<file path="src/rtl/riscv_pkg.sv">
// riscv_pkg: shared widths, constants and fetch FSM state type for the RV32I core
package riscv_pkg;
    localparam int XLEN = 32;
    localparam logic [31:0] NOP_INSTR = 32'h0000_0013;
    localparam int PCMUX_SEQ = 0;
    localparam int PCMUX_TGT = 1;
    typedef enum logic [1:0] {IDLE, REQ, WAIT} fetch_state_t;
endpackage

</file>
<file path="src/rtl/instr_fetch_unit_if.sv">
// instr_fetch_unit_if: request/grant/response instruction-memory port
interface instr_fetch_unit_if #(
    parameter int XLEN = riscv_pkg::XLEN
);
    logic req;
    logic [XLEN-1:0] addr;
    logic gnt;
    logic rvalid;
    logic [XLEN-1:0] rdata;
    logic err;
    modport master (output req, addr, input gnt, rvalid, rdata, err);
    modport slave (input req, addr, output gnt, rvalid, rdata, err);
endinterface

</file>
<file path="src/rtl/pc_unit.sv">
// pc_unit: program counter register, pc+4 adder and next-PC select
module pc_unit import riscv_pkg::*; #(
    parameter int XLEN = 32,
    parameter logic [XLEN-1:0] RESET_PC = '0,
    parameter int pcmux_N = 2
) (
    input  logic clk,
    input  logic rst_n,
    input  logic pcnextctl,
    input  logic [$clog2(pcmux_N)-1:0] pcmuxctl,
    input  logic [XLEN-1:0] pc_target,
    output logic [XLEN-1:0] pc,
    output logic [XLEN-1:0] pc_plus4
);
    logic [XLEN-1:0] pc_next;
    // unused select codes fall back to sequential
    assign pc_plus4 = pc + XLEN'(4);
    assign pc_next = (int'(pcmuxctl) == PCMUX_TGT) ? pc_target : pc_plus4;
    always_ff @(posedge clk or negedge rst_n) begin
        if (!rst_n)
            pc <= RESET_PC;
        else if (pcnextctl)
            pc <= pc_next;
    end
endmodule

</file>
<file path="src/rtl/instr_fetch_unit.sv">
// instr_fetch_unit: fetch FSM issuing one memory transaction per request and holding the fetched word
module instr_fetch_unit import riscv_pkg::*; #(
    parameter int XLEN = 32,
    parameter logic [XLEN-1:0] RESET_PC = '0,
    parameter int pcmux_N = 2
) (
    input  logic clk,
    input  logic rst_n,
    input  logic instrre,
    input  logic pcnextctl,
    input  logic [$clog2(pcmux_N)-1:0] pcmuxctl,
    input  logic [XLEN-1:0] pc_target,
    instr_fetch_unit_if.master imem,
    output logic [XLEN-1:0] instr,
    output logic instr_valid,
    output logic [XLEN-1:0] pc,
    output logic [XLEN-1:0] pc_plus4,
    output logic fetch_busy,
    output logic fetch_fault
);
    fetch_state_t state, state_n;
    logic [XLEN-1:0] fetch_addr, addr_n, instr_n;
    logic valid_n, fault_n;

    pc_unit #(.XLEN(XLEN), .RESET_PC(RESET_PC), .pcmux_N(pcmux_N)) u_pc (
        .clk(clk),
        .rst_n(rst_n),
        .pcnextctl(pcnextctl),
        .pcmuxctl(pcmuxctl),
        .pc_target(pc_target),
        .pc(pc),
        .pc_plus4(pc_plus4)
    );

    assign imem.addr = fetch_addr;

    always_comb begin
        state_n = state;
        addr_n = fetch_addr;
        instr_n = instr;
        valid_n = 1'b0;
        fault_n = 1'b0;
        case (state)
            IDLE: if (instrre) begin
                state_n = (pc[1:0] == 2'b00) ? REQ : IDLE;
                addr_n = (pc[1:0] == 2'b00) ? pc : fetch_addr;
                fault_n = (pc[1:0] != 2'b00);
            end
            REQ: state_n = imem.gnt ? WAIT : REQ;
            WAIT: if (imem.rvalid) begin
                state_n = IDLE;
                fault_n = imem.err;
                valid_n = !imem.err;
                instr_n = imem.err ? instr : imem.rdata;
            end
            default: state_n = IDLE;
        endcase
    end

    // req and busy are registered copies of the next state so they drop with the async reset
    always_ff @(posedge clk or negedge rst_n) begin
        if (!rst_n) begin
            state <= IDLE;
            fetch_addr <= '0;
            instr <= XLEN'(NOP_INSTR);
            instr_valid <= 1'b0;
            fetch_fault <= 1'b0;
            fetch_busy <= 1'b0;
            imem.req <= 1'b0;
        end else begin
            state <= state_n;
            fetch_addr <= addr_n;
            instr <= instr_n;
            instr_valid <= valid_n;
            fetch_fault <= fault_n;
            fetch_busy <= (state_n != IDLE);
            imem.req <= (state_n == REQ);
        end
    end
endmodule

</file>
<file path="src/flat_wrapper.sv">
// flat-port wrapper written by rule: the top's interface ports become plain ports
module instr_fetch_unit_flat import riscv_pkg::*;
#(
    parameter int XLEN = 32,
    parameter logic [XLEN-1:0] RESET_PC = '0,
    parameter int pcmux_N = 2
)
  (clk, rst_n, instrre, pcnextctl, pcmuxctl, pc_target, instr, instr_valid, pc, pc_plus4, fetch_busy, fetch_fault, imem_req, imem_addr, imem_gnt, imem_rvalid, imem_rdata, imem_err);
  instr_fetch_unit_if #(.XLEN(XLEN)) imem_i ();
  input  logic clk;
  input  logic rst_n;
  input  logic instrre;
  input  logic pcnextctl;
  input  logic [$clog2(pcmux_N)-1:0] pcmuxctl;
  input  logic [XLEN-1:0] pc_target;
  output logic [XLEN-1:0] instr;
  output logic instr_valid;
  output logic [XLEN-1:0] pc;
  output logic [XLEN-1:0] pc_plus4;
  output logic fetch_busy;
  output logic fetch_fault;
  output wire logic [$bits(imem_i.req)-1:0] imem_req;
  output wire logic [$bits(imem_i.addr)-1:0] imem_addr;
  input wire logic [$bits(imem_i.gnt)-1:0] imem_gnt;
  input wire logic [$bits(imem_i.rvalid)-1:0] imem_rvalid;
  input wire logic [$bits(imem_i.rdata)-1:0] imem_rdata;
  input wire logic [$bits(imem_i.err)-1:0] imem_err;
  assign imem_req = imem_i.req;
  assign imem_addr = imem_i.addr;
  assign imem_i.gnt = imem_gnt;
  assign imem_i.rvalid = imem_rvalid;
  assign imem_i.rdata = imem_rdata;
  assign imem_i.err = imem_err;
  instr_fetch_unit #(.XLEN(XLEN), .RESET_PC(RESET_PC), .pcmux_N(pcmux_N)) u_core (.clk(clk), .rst_n(rst_n), .instrre(instrre), .pcnextctl(pcnextctl), .pcmuxctl(pcmuxctl), .pc_target(pc_target), .imem(imem_i), .instr(instr), .instr_valid(instr_valid), .pc(pc), .pc_plus4(pc_plus4), .fetch_busy(fetch_busy), .fetch_fault(fetch_fault));
endmodule
</file>
<file path="config.mk">
export PLATFORM = sky130hd
export DESIGN_NAME = instr_fetch_unit_flat
export DESIGN_NICKNAME = d
export VERILOG_FILES = /design/src/rtl/riscv_pkg.sv /design/src/rtl/instr_fetch_unit_if.sv /design/src/rtl/pc_unit.sv /design/src/rtl/instr_fetch_unit.sv /design/src/flat_wrapper.sv
export SDC_FILE = /design/constraint.sdc
export NUM_CORES = 1
export LEC_CHECK = 0
export BUFFER_PORTS_ARGS = -buffer_cell sky130_fd_sc_hd__buf_2
export CAP_MARGIN = 10
export CELL_PAD_IN_SITES_DETAIL_PLACEMENT = 1
export CELL_PAD_IN_SITES_GLOBAL_PLACEMENT = 2
export CORE_MARGIN = 3
export CORE_UTILIZATION = 29
export DETAILED_ROUTE_END_ITERATION = 6
export HOLD_SLACK_MARGIN = 0.1
export PLACE_DENSITY_LB_ADDON = 0.1
export SLEW_MARGIN = 10
export SYNTH_ARGS = -nofsm -noshare
export SYNTH_HDL_FRONTEND = slang
export SYNTH_HIERARCHICAL = 1
export SYNTH_SLANG_ARGS = --single-unit
export TNS_END_PERCENT = 1
</file>
<file path="constraint.sdc">
create_clock -name clk -period 3.2 [get_ports clk]
set_clock_uncertainty 0.2 [all_clocks]
set_input_delay 0.48 -clock clk [delete_from_list [all_inputs] [get_ports clk]]
set_output_delay 0.48 -clock clk [all_outputs]
set_load 0.01 [all_outputs]
</file>
==> results of run 1 <==
==> sequential cells by signal, indices dropped and copies added, names as in the netlist <==
name                flops
u_core/fetch_busy       1
u_core/fetch_fault      1
u_core/imem.addr       32
u_core/imem.req         1
u_core/instr           32
u_core/instr_valid      1
u_core/state            2
u_core/u_pc/pc         32
==> per-layer routing <==
layer | global-route usage (%) | up-vias | share of wire, % | routed length [um]
met5 | 0 | - | 0 | 0
met4 | 5.27 | 0 | 0.97 | 161
met3 | 3.70 | 12 | 7.1 | 1190
met2 | 28.7 | 164 | 48 | 8040
met1 | 22.1 | 2178 | 44 | 7280
li1 | - | 2072 | - | -
==> Yosys cell counts, types with 3 or more instances <==
cell type  number
a21oi_1        15
a22oi_1        13
and2_1          5
and3_1          8
and4_1          4
buf_6           6
clkbuf_1       15
dfrtp_1        99
dfstp_2         3
inv_1          12
mux2_2         64
nand2_1        22
nand2b_1        3
nand3_1        17
nand4_1        16
nor2_1         28
nor3_1          8
nor4_1          8
o211ai_1        7
o21ai_0        24
o2bb2ai_1       6
o311ai_0        5
or3_1           3
xnor2_1        16
xor2_1         12
==> per-stage QoR <==
step	util, %	hold slack, ps	instances	power [uW]	setup slack, ps
after floorplan	-	-15.6	455	2970	453
after global placement	37.6	270	867	3730	549
after detailed placement	37.6	275	867	3790	537
after CTS	39.3	145	884	4890	126
after global routing	39.4	141	884	5130	23.0
final	39.4	161	884	4790	207
==> logic make-up (layout without fill, tap and decap cells) <==
group           after synthesis  after routing  synth area share [%]
compound gates               82             82                  10.8
mux                          65             65                  14.5
flops                       102            102                  50.6
fa+ha+maj                     1              1                 0.248
xor+xnor                     28             28                  4.86
simple gates                135            135                  14.8
buf+inv                      42            251                  4.26
==> layout make-up <==
cell class                 instances  area, sq um
fill                            1925        10200
clock buffer                       9          225
tap                              220          275
multi-input combinational        311         2280
sequential                       102         2560
clock inverter                     7         58.8
timing repair buffer             222         1180
inverter                          13         48.8
==> final timing paths <==
check / end / cells after the start / from / slack (ps)
min reg2reg: u_core/imem.addr[1] / 1 / u_core/imem.addr[1] / 290
min: u_core/instr[16] / 2 / imem_rdata[16] / 160
min in group asynchronous: u_core/instr[14] / 2 / rst_n / 510
max reg2reg: u_core/u_pc/pc[30] / 4 / u_core/u_pc/pc[7] / 730
max: pc_plus4[30] / 5 / u_core/u_pc/pc[7] / 210
max in group asynchronous: u_core/u_pc/pc[2] / 3 / rst_n / 1530
==> power groups by stage <==
stage / Clock (uW) / Combinational [uW] / Sequential, uW
6_report: 1070 / 1650 / 2070
5_1_grt: 1170 / 1810 / 2140
4_1_cts: 1120 / 1690 / 2080
3_5_place_dp: 0 / 1680 / 2100
3_3_place_gp: 0 / 1660 / 2070
2_1_floorplan: 0 / 684 / 2280
==> timing repair <==
| item | in CTS | in global routing |
|---|---|---|
| hold endpoints to repair | 50 | 0 |
| gates resized for setup | 0 | 2 |
| hold buffers | 1 | 0 |
| setup endpoints to repair | 0 | 3 |
==> flow_summary.toml, run 1 <==
[clocking]
cts_buffers = 9
clk_latency_ps = 350
cts_setup_buffers = 0
clk_pin_slew_worst_paths_ps = 70
htree_levels = 3
clockBufferDepth = 2
cts_tree = "built"
cts.sinks = 102
cts_root_buffer = "clkbuf_16"

[setup_path]
crit_required_ps = 2520
cp_top_family = "simple AND/OR/NAND/NOR gates"
arrival_ps = 2310
crit_fanout = 10
cp_cell_sequence = "nand4_4 > or4_4 > nor3_1 > xnor2_1 > buf_2"
crit_buf_inv = 1
cpMaxStageDelayCell = "or4_4"
end_kind = "primary output"
crit_type = "reg -> out"
setup.worst_path.start_class = "register"
max_stage_delay_ps = 630

[synthesis]
synth-edff-count = 0
async_flop_share_pct = 100
yosys-top-cells-area = "dfrtp_1 (49%), mux2_2 (14%), xnor2_1 (2.8%)"
avgSynthCellArea_sq_um = 11.1
yosysTopAreaCellShare_pct = 49.1
synth_area_sq_um = 5050
synth_area_leader_cell = "dfrtp_1"
ys.warnings.count = 6
netlist_instances = 455
synth.ff_latch_count = 102
synth_nets = 528
seq_area_frac_synth_pct = 50.6
synth_cell_types = 54
synth_flop_cell = "dfrtp_1"

[detailed_routing]
ant_nets = 0
via_per_inst = 5.01
routedWlPerCell_um = 18.9
drtPass1Iterations = 4
num_vias = 4426
drt-total-wl_mm = 16.7
drc = 0
drtIter0Drc = 157

[pwr]
clockPowerShare_pct = 22.3
internal_power_uw = 3120
p_sw_uw = 1660
seqPwrFrac_pct = 43.2
sw_frac_of_total_pct = 34.7
power.density_nw_per_um2 = 723
combinationalPowerShare_pct = 34.5
ir_drop_uv = 276
power.leakage_uw = 0.00308

[placement]
post_dp_cell_area_sq_um = 6320
dp_hpwl_mm = 12.1
io_buffer_count = 203
gp_congestion = 0.788

[timing]
slew_viol_final = 0
slew_headroom_pct = 43.1
period_share_pct = 93.5
final-setup-viol-count = 0
hold_viol_final = 0
fin_crit_ps = 2990
grt_setup_unrepaired = "false"
worstMarginPinSlew_ps = 851
finalSetupTns_ps = 0
fmax_mhz = 334

[cells_and_area]
layout_commonest_cell = "buf_2"
antenna_cells = 0
stdcell_area_sq_um = 6620
final_cell_mix = "buf_2 (202), dfrtp_1 (98), mux2_2 (64)"
area_growth_pct = 31.2
drive_gt1_share_pct = 47.0
nNetsFinal = 732

[min_path]
hold_path.class = "in -> reg"

[job]
max-cap-violations = 0

[floorplanning]
ios = 204
rows = 47
die_w_um = 138
coreArea_sq_um = 16800
start_util_pct = 30.0
dieArea_sq_um = 19000
die_height_um = 138

[global_routing]
grt_max_degree = 55
track_usage_pct = 17.1
grt_pass1_vias = 4576
grt_remaining_overflow = 0
grt_pass1_wl_mm = 25.1
antenna_found_initial = 0

[status]
status = "finished, final reports clean"
Power figures use the tool's default switching activity.
==> run 2: changes to the inputs <==
--- a/config.mk
+++ b/config.mk
@@ -9,7 +9,7 @@
 export CAP_MARGIN = 10
 export CELL_PAD_IN_SITES_DETAIL_PLACEMENT = 1
 export CELL_PAD_IN_SITES_GLOBAL_PLACEMENT = 2
-export CORE_MARGIN = 3
+export CORE_MARGIN = 1.5
 export CORE_UTILIZATION = 29
 export DETAILED_ROUTE_END_ITERATION = 6
 export HOLD_SLACK_MARGIN = 0.1
@@ -17,6 +17,5 @@
 export SLEW_MARGIN = 10
 export SYNTH_ARGS = -nofsm -noshare
 export SYNTH_HDL_FRONTEND = slang
-export SYNTH_HIERARCHICAL = 1
 export SYNTH_SLANG_ARGS = --single-unit
 export TNS_END_PERCENT = 1
==> flow_summary.toml, run 2 <==
[cells_and_area]
final_cell_mix = "buf_2 (202), dfrtp_1 (94), mux2_2 (55)"
layout_commonest_cell = "buf_2"
fin_cells = 892
nNetsFinal = 735
area_growth_pct = 31.3
antenna_cells = 0
drive_gt1_share_pct = 46.9
stdcell_area_sq_um = 6690

[job]
max-cap-violations = 0

[synthesis]
synth.ff_latch_count = 102
yosysTopAreaCellShare_pct = 48.6
async_flop_share_pct = 100
yosys-top-cells-area = "dfrtp_1 (49%), mux2_2 (12%), xnor2_1 (3.1%)"
seq_area_frac_synth_pct = 50.2
yosysMostFrequentCell = "dfrtp_1"
synth_area_leader_cell = "dfrtp_1"
synth_cell_types = 52
synth-edff-count = 0
synth_nets = 539
synth_flop_cell = "dfrtp_1"
ys_top_cells_by_count = "dfrtp_1 (99), mux2_2 (55), nand2_1 (39)"
netlist_instances = 466
ys.warnings.count = 0
synth_area_sq_um = 5100
avgSynthCellArea_sq_um = 10.9

[placement]
gp_congestion = 0.776
post_dp_cell_area_sq_um = 6370
io_buffer_count = 203
dp_cells = 875
dp_hpwl_mm = 11.9

[detailed_routing]
drt-total-wl_mm = 16.4
num_vias = 4449
via_per_inst = 4.99
routedWlPerCell_um = 18.4
drc = 0
drtIter0Drc = 121
ant_nets = 0
drtPass1Iterations = 4

[setup_path]
end_kind = "primary output"
r2r-start = "u_core.u_pc.pc[3]"
r2r_slack_ps = 850
crit_required_ps = 2520
worstReg2RegEnd = "u_core.u_pc.pc[26]"
setup.worst_path.start_class = "register"
crit_fanout = 9
cpMaxStageDelayCell = "or4_4"
cp_cell_sequence = "nand4_4 > or4_4 > or3_4 > xnor2_1 > buf_2"
arrival_ps = 2390
crit_start = "u_core.u_pc.pc[12]"
crit_type = "reg -> out"
crit_buf_inv = 1
worstRegToRegCells = 6
cp_top_family = "simple AND/OR/NAND/NOR gates"
max_stage_delay_ps = 590

[global_routing]
antenna_found_initial = 0
grt-busiest-layer = "met2"
grt_pass1_wl_mm = 25.6
grt_use_met2_pct = 28.4
met3_usage_pct = 2.66
track_usage_pct = 18.1
grt_remaining_overflow = 0
grt_pass1_vias = 4570
grt_max_degree = 49
grt.met1_usage_pct = 25.5

[pwr]
p_sw_uw = 1740
power_uw = 4870
combinationalPowerShare_pct = 34.7
power.leakage_uw = 0.00317
sw_frac_of_total_pct = 35.8
ir_drop_uv = 269
internal_power_uw = 3120
clockPowerShare_pct = 22.6
seqPwrFrac_pct = 42.7
power.density_nw_per_um2 = 727

[clocking]
cts_tree = "built"
clk_pin_slew_worst_paths_ps = 80
cts.sinks = 102
clockBufferDepth = 2
htree_levels = 3
cts_root_buffer = "clkbuf_16"
clk_latency_ps = 360
cts_buffers = 9

[floorplanning]
die_height_um = 136
coreArea_sq_um = 17200
rows = 48
start_util_pct = 29.6
die_w_um = 136
dieArea_sq_um = 18400
ios = 204

[timing]
grt_setup_unrepaired = "false"
fin_crit_ps = 3070
final-setup-viol-count = 0
fmax_mhz = 326
period_share_pct = 96.0
slew_viol_final = 0
hold_viol_final = 0
slew_headroom_pct = 53.4
worstMarginPinSlew_ps = 699
finalSetupTns_ps = 0
fin_hold_ws_ps = 148

[min_path]
hold_path.class = "in -> reg"
min-delay-start = "imem_rdata[22]"
hold_end = "u_core.instr[22]"
hold_depth = 2

[status]
status = "finished, final reports clean"
run 2: changes by cell type in the layout (fill, tap and decap cells not counted), moves of 7 or more:
cell / change
a22oi_1: -13
nor2b_1: +9
mux2_2: -9
a22o_1: +8
nand2_1: +16
nand4_1: -7
run 2: cells by family after synthesis:
family                   count (synthesis)  synth area share, %
multiplexers                            58                 12.7
AO/OA/AOI/OAI                           86                 11.6
XOR/XNOR                                28                 4.81
adder cells (fa/ha/maj)                  1                0.245
buffers and inverters                   49                 4.30
AND/OR/NAND/NOR                        142                 16.1
flip-flops                             102                 50.2
run 2: worst max path at each step:
stage,end,cells past startpoint,slack [ps]
6_report,pc_plus4[23],5,130
3_5_place_dp,pc_plus4[28],7,410
4_1_cts,pc_plus4[23],5,40
5_1_grt,pc_plus4[23],5,3
3_3_place_gp,pc_plus4[28],7,460
2_1_floorplan,pc_plus4[23],5,620
run 2: power groups by stage:
stage / Combinational (uW) / Sequential [uW] / Clock, uW
floorplan: 712 / 2270 / 0
global placement: 1690 / 2080 / 0
detailed placement: 1710 / 2110 / 0
CTS: 1720 / 2080 / 1150
global route: 1850 / 2160 / 1200
finish: 1690 / 2080 / 1100
run 2: timing repair:
item / 4_1_cts / 5_1_grt
endpoints found under the setup margin: 1 / 2
setup buffers: 0 / 0
hold buffers: 1 / 0
endpoints found under the hold margin: 46 / 0
resized for setup: 1 / 5
pin swaps: 0 / 0
run 2: layer usage:
metal | vias to the layer above | share of wire (%)
li1 | 2065 | -
met1 | 2217 | 48
met3 | 16 | 5.0
met5 | - | 0
met4 | 0 | 1.5
met2 | 151 | 45
run 2: area by class of cell:
| type | instances | area, sq um |
|---|---|---|
| Multi-Input combinational cell | 315 | 2330 |
| Clock inverter | 7 | 67.6 |
| Timing Repair Buffer | 221 | 1170 |
| Fill cell | 1987 | 10500 |
| Tap cell | 225 | 282 |
| Inverter | 13 | 48.8 |
| Sequential cell | 102 | 2560 |
| Clock buffer | 9 | 225 |
run 2: worst register-to-register path, cell delays in order (launching register included):
cell and delay (ps):
dfrtp_1 490, ha_1 330, nand4_1 270, nor4_4 210, buf_4 250, nand3_1 140
o311ai_0 340
run 2: stage by stage:
stage	utilization, %	worst slack, ps
finish	38.8	129
global route	38.8	3.40
CTS	38.8	44.6
detailed placement	37.0	413
global placement	37.0	464
floorplan	-	622
